`src/rtl/perm_step_counter.sv`:
```
// Timing responder for the bit-serial permutation controller: per-phase bit
// counter, saturating round counter and MSB-first round-constant serializer.
module perm_step_counter #(
  parameter int CNT_W      = 6,
  parameter int RND_W      = 4,
  parameter int MAX_ROUNDS = 12
) (
  input  logic             clk,
  input  logic             rst,
  input  logic             start_count,
  input  logic [CNT_W-1:0] value,
  output logic             count_done,
  output logic [CNT_W-1:0] bit_idx,
  input  logic             round_clear,
  input  logic [RND_W-1:0] rounds,
  input  logic             start_iteration,
  output logic             iteration_done,
  output logic [RND_W-1:0] round_idx,
  output logic             rc_bit
);

  localparam logic [RND_W-1:0] MAX_R = RND_W'(MAX_ROUNDS);

  logic [CNT_W-1:0] r_bit_idx;
  logic [RND_W-1:0] r_round_idx;
  logic [RND_W-1:0] r_rounds_q;
  logic             r_iter_done;

  logic [RND_W-1:0] w_round_next;
  logic [RND_W-1:0] w_rounds_sat;
  logic [7:0]       w_k;
  logic [7:0]       w_c;

  // value is compared live; a value lowered mid-phase lets the counter wrap
  assign count_done = start_count && (r_bit_idx == value);

  always_ff @(posedge clk or negedge rst) begin
    if (!rst) begin
      r_bit_idx <= '0;
    end else if (!start_count || count_done) begin
      r_bit_idx <= '0;
    end else begin
      r_bit_idx <= r_bit_idx + CNT_W'(1);
    end
  end

  assign w_rounds_sat = ((rounds == '0) || (rounds > MAX_R)) ? MAX_R : rounds;

  always_comb begin
    w_round_next = r_round_idx;
    if (start_iteration && (r_round_idx < r_rounds_q)) begin
      w_round_next = r_round_idx + RND_W'(1);
    end
  end

  always_ff @(posedge clk or negedge rst) begin
    if (!rst) begin
      r_round_idx <= '0;
      r_rounds_q  <= MAX_R;
      r_iter_done <= 1'b0;
    end else if (round_clear) begin
      r_round_idx <= '0;
      r_rounds_q  <= w_rounds_sat;
      r_iter_done <= 1'b0;
    end else begin
      r_round_idx <= w_round_next;
      r_iter_done <= (w_round_next == r_rounds_q);
    end
  end

  // Shorter schedules use the tail of the full constant table
  assign w_k = 8'(MAX_ROUNDS) - 8'(r_rounds_q) + 8'(r_round_idx);
  assign w_c = (w_k >= 8'(MAX_ROUNDS)) ? 8'h00 : {4'hF - w_k[3:0], w_k[3:0]};

  assign rc_bit = ((r_bit_idx >> 3) == '0) ? w_c[3'd7 - r_bit_idx[2:0]] : 1'b0;

  assign bit_idx        = r_bit_idx;
  assign round_idx      = r_round_idx;
  assign iteration_done = r_iter_done;

endmodule
```
`config.mk`:
```
export PLATFORM = sky130hd
export DESIGN_NAME = perm_step_counter
export DESIGN_NICKNAME = d
export VERILOG_FILES = /design/src/rtl/perm_step_counter.sv
export SDC_FILE = /design/constraint.sdc
export NUM_CORES = 1
export LEC_CHECK = 0
export ABC_CLOCK_PERIOD_IN_PS = 5100
export BUFFER_PORTS_ARGS = -buffer_cell sky130_fd_sc_hd__buf_4
export CAP_MARGIN = 10
export CORE_MARGIN = 2
export CORE_UTILIZATION = 57
export DETAILED_ROUTE_END_ITERATION = 7
export HOLD_SLACK_MARGIN = 0.08
export PLACE_DENSITY_LB_ADDON = 0.3
export SYNTH_ARGS = -nofsm -noshare
export SYNTH_HDL_FRONTEND = slang
export SYNTH_SLANG_ARGS = --single-unit
```
`constraint.sdc`:
```
create_clock -name clk -period 5.1 [get_ports clk]
set_input_delay 0.765 -clock clk [delete_from_list [all_inputs] [get_ports clk]]
set_output_delay 0.765 -clock clk [all_outputs]
set_load 0.01 [all_outputs]
```
Word level (Yosys, flattened, before mapping) --
Index checks and enable logic that the tools add are counted. W data, S select, Z words.
Cells by class: reduce and logical (&&, ||, !) cells 7, eq/ne operators 2, magnitude comparators 4, add/subtract/negate cells 6, mux-type cells 9
Operator list (number):
- $mux W4 | 3
- $ge A8 B4 Y1 const B | 1
- $mux W8 | 1
- $add A5 B5 Y6 | 1
- $add A6 B1 Y6 const B | 1
- $eq A6 B6 Y1 | 1
- $logic_not A6 Y1 | 1
- $mux W6 | 1
- $sub A4 B4 Y5 const A | 1
- $add A4 B1 Y4 const B | 1
- $eq A4 B4 Y1 | 1
- $gt A4 B4 Y1 const B | 1
- $logic_not A4 Y1 | 1
- $lt A3 B4 Y1 const B | 1
- $lt A4 B4 Y1 | 1
- $sub A4 B4 Y4 const A | 1
- $bmux W1 S3 | 1
- $mux W1 | 3
- $sub A3 B3 Y3 const A | 1
- $logic_and A1 B1 Y1 | 2
- $logic_or A1 B1 Y1 | 2
- $logic_not A1 Y1 | 1
Storage, ports and cells: logic and storage cells 32, register bits after elaboration 15

Depth between registers and ports, before layout --
depth in word-level cells 7, gate-level depth with buffers 9, depth with buffers taken out 9

Worst setup path before layout --
OpenSTA, ideal clock, no wires.
kind flip-flop to output port, start register r_rounds_q[0], end output port rc_bit, cell stages (with the launch flop) 10, buffers on the path 0, arrival time 2.358 ns, setup slack 1.977 ns, path through dfrtp_1 inv_1 ha_1 ha_1 a21o_1 a21oi_2 xor2_1 mux4_2 xnor2_1 a211oi_1
Between the ends: word-level cells in the longest chain between the ends 7
RTL lines:
- from (decl) | RTL line 26 | logic [RND_W-1:0] r_rounds_q;
- from (signal assigned) | RTL line 63 | r_rounds_q <= w_rounds_sat;
- $sub A4 B4 Y5 (*) | RTL line 72 | assign w_k = 8'(MAX_ROUNDS) - 8'(r_rounds_q) + 8'(r_round_idx);
- $add A5 B5 Y6 (*) | RTL line 72
- $ge A8 B4 Y1 / $sub A4 B4 Y4 (equally long branches) | RTL line 73 | assign w_c = (w_k >= 8'(MAX_ROUNDS)) ? 8'h00 : {4'hF - w_k[3:0], w_k[3:0]};
- $mux W8 (*) | RTL line 73
- $bmux W1 S3 (*) | RTL line 75 | assign rc_bit = ((r_bit_idx >> 3) == '0) ? w_c[3'd7 - r_bit_idx[2:0]] : 1'b0;
- $mux W1 (not written as such) (*) | RTL line 75
- $mux W1 (*) | RTL line 75
- to (decl) | RTL line 19 | output logic rc_bit
Every way passes the cells marked *; elsewhere a longest branch is shown, timed or not. The select of a mux whose other input is x is not followed.

Worst setup path in the final report --
Same ends and word-level chain as after synthesis.

==> metrics.md <==
| Metric | Value |
|---|---|
| Postcts setup bufs | 0 |
| Post-route cell area | 1450 um^2 |
| Most frequent cell after synthesis | dfrtp_1 |
| Unrepaired setup endpoints after global routing | no |
| DR pass1 iterations | 4 |
| Final Hold Vio Count | 0 |
| Vias | 1008 |
| Post-synthesis sequential area ratio | 31.7% |
| Hold Buf Count CTS | 0 |
| CTS sink cnt | 15 |
| Post-synth ARST share | 100% |
| Vias in the first global route | 981 |
| First-pass GRT wire length | 4420 um |
| Die area | 2470 um^2 |
| ANT nets after route | 0 |
| GR Overflow Total | 0 |
| Placed cells | 176 |
| Crit path launch type | register |
| H-tree levels | 1 |
| Post-Syn Area | 1190 um^2 |
| Remaining DRCs | 0 |
| Outcome | finished, final reports clean |
| Drt initial violations | 6 |
| Final GP Congestion | 0.858 |
| Top cells by count, synth | dfrtp_1 (13), nor2_1 (12), ha_1 (11) |
| Yosys reg bits | 15 |
| Antenna violations before repair | 0 |
| Post-CTS Resized | 0 |
| Syn Nets | 151 |
| Post-synth EDFFs | 0 |
| Setup violations, final | 0 |
| Synth warn | 0 |
| Tightest Hold Check Type | in -> async |
| GRT Util Overall | 23.3% |
| Max-slew violation count | 0 |
| Crit Path Category | reg -> out |
| Arrival @ worst endpoint | 2.82 ns |
| Fin Setup TNS | 0 ns |
| Die W | 49.7 um |
| Die Y | 49.7 um |
| Core Region | 1960 um^2 |
| Crit end category | output pin |
| Initial core utilization | 60.7% |
| Total CTS buffers | 3 |
| Min cycle time layout | 3.58 ns |
| Unique masters post-synth | 36 |
| Main flop type after synthesis | dfrtp_1 |
| Ports | 28 |
| Top cell type's share of synthesized area | 27.3% |
| P&R area growth vs syn | 21.4% |
| Final clock skew | 0.0124 ns |
| Peak Freq | 279 MHz |
| Fin crit share | 70.2% |
| Critical path data required time | 4.34 ns |
| Routed WL | 2530 um |
| Area leader, netlist | dfrtp_1 |
| Placed standard-cell area | 1420 um^2 |
| Max Cap Viol | 0 |
| Maximum vdd drop | 0.000171 V |
| Root Driver | clkbuf_4 |
| Pleak | 0.691 nW |
| Fillcell total | 151 |
| I/O Buffers | 27 |
| Nets@finish | 181 |
| Post-Syn Area per Cell | 9.61 um^2 |
| Fraction of layout cells with a size suffix above 1 | 28.8% |
| Final critical-path setup slack | 1.52 ns |
| CP Max Fanout | 6 |
| Clock tree buffer depth | 2 |
| CTS tree | yes |
| Rows | 16 |
| Top post-synthesis cells by area | dfrtp_1 (27%), ha_1 (12%), xnor2_1 (7.4%) |
| Worst-Margin Slew | 0.335 ns |
| Vias per cell | 5.60 |
| Antenna diodes | 0 |
| Mapped Cells | 124 |
| Pre-CTS setup slack | 1.84 ns |
| Worst relative slew slack | 77.7% |
| Later-pin clock latency in the skew report | 0.29 ns |
| Worst-path clk slew | 0.10 ns |
| Layout Cells excl Fill | 180 |
| Final HPWL DP | 2100 um |
| Pin count of the biggest net entering global routing | 16 |
| Avg WL per Cell | 14.1 um |
| Power per standard cell area | 238 nW/um^2 |
layout make-up:
| class | count | area [um^2] | share of cell area [%] |
|---|---|---|---|
| repair buffers | 27 | 203 | 14.0 |
| well taps | 27 | 33.8 | 2.34 |
| clock buffers | 4 | 26.3 | 1.82 |
| flip-flops and latches | 15 | 378 | 26.1 |
| inverters | 10 | 37.5 | 2.60 |
| multi-input cells | 97 | 768 | 53.1 |
final timing paths:
| path | start | end | slack (ns) | depth (start not counted) |
|---|---|---|---|---|
| worst max register to register | r_rounds_q[3]$_DFFE_PN1P_ | iteration_done$_DFF_PN0_ | 2.74 | 8 |
| min in group clk | bit_idx[0]$_DFF_PN0_ | bit_idx[0]$_DFF_PN0_ | 0.62 | 1 |
| worst min register to register | bit_idx[0]$_DFF_PN0_ | bit_idx[0]$_DFF_PN0_ | 0.62 | 1 |
| worst min-delay path | rst | round_idx[2]$_DFF_PN0_ | 0.31 | 1 |
| max in group asynchronous | rst | r_rounds_q[2]$_DFFE_PN1P_ | 4.54 | 1 |
| worst max-delay path | r_rounds_q[0]$_DFFE_PN0P_ | rc_bit | 1.52 | 10 |
worst max-delay path, cell delays in order (launching register included):
cell,delay (ns)
dfrtp_1,0.44
inv_1,0.10
ha_1,0.32
ha_1,0.28
a21o_1,0.19
a21oi_2,0.17
xor2_1,0.10
mux4_2,0.47
xnor2_1,0.14
a211oi_1,0.18
buf_4,0.16
flip-flops by register name, indices dropped and copies added (netlist names):
| register | count |
|---|---|
| iteration_done | 1 |
| r_rounds_q | 4 |
| bit_idx | 6 |
| round_idx | 4 |
placed cells by master, fill, tap and decap left out, drive strengths merged:
cell     count
a2111oi      1
clkbuf       4
a211oi       2
dfstp        2
buf         27
a21o         1
dfrtp       13
o211a        1
ha          11
and3b        1
fa           1
o21ai       11
nand3        7
xnor2       10
and3         3
a31oi        1
nor2b        2
o211ai       2
inv         10
a32o         1
nand3b       1
mux4         1
nand2        6
a21oi        3
nor3         5
xor2        10
a221oi       2
nor2        13
nor4         1
logic make-up after synthesis:
| family | share of synthesized area [%] |
|---|---|
| AND/OR/NAND/NOR | 18.5 |
| adder cells (fa/ha/maj) | 13.2 |
| XOR/XNOR | 14.7 |
| flip-flops | 31.7 |
| AO/OA/AOI/OAI | 16.2 |
| multiplexers | 1.89 |
| buffers and inverters | 3.78 |
layer usage:
metal	share of wire (%)	track usage (%)	vias to the layer above	routed length (um)
met1	48	32.9	498	1200
li1	-	-	491	-
met5	0	0	-	0
met3	2.5	3.03	4	62
met2	49	36.9	15	1240
met4	1.1	7.87	0	27
where the power goes:
part	total [mW]	internal [mW]	switching [mW]
Clock	0.0694	0.0304	0.0390
Combinational	0.133	0.0674	0.0660
Sequential	0.142	0.128	0.0137
stage by stage:
stage | power, mW | util [%] | hold slack [ns]
after detailed placement | 0.277 | 72.4 | 0.605
after floorplan | 0.233 | - | 0.469
final | 0.345 | 73.7 | 0.307
after global placement | 0.272 | 72.4 | 0.596
after CTS | 0.347 | 73.7 | 0.310
after global routing | 0.369 | 73.7 | 0.306
Power figures use the tool's default switching activity.
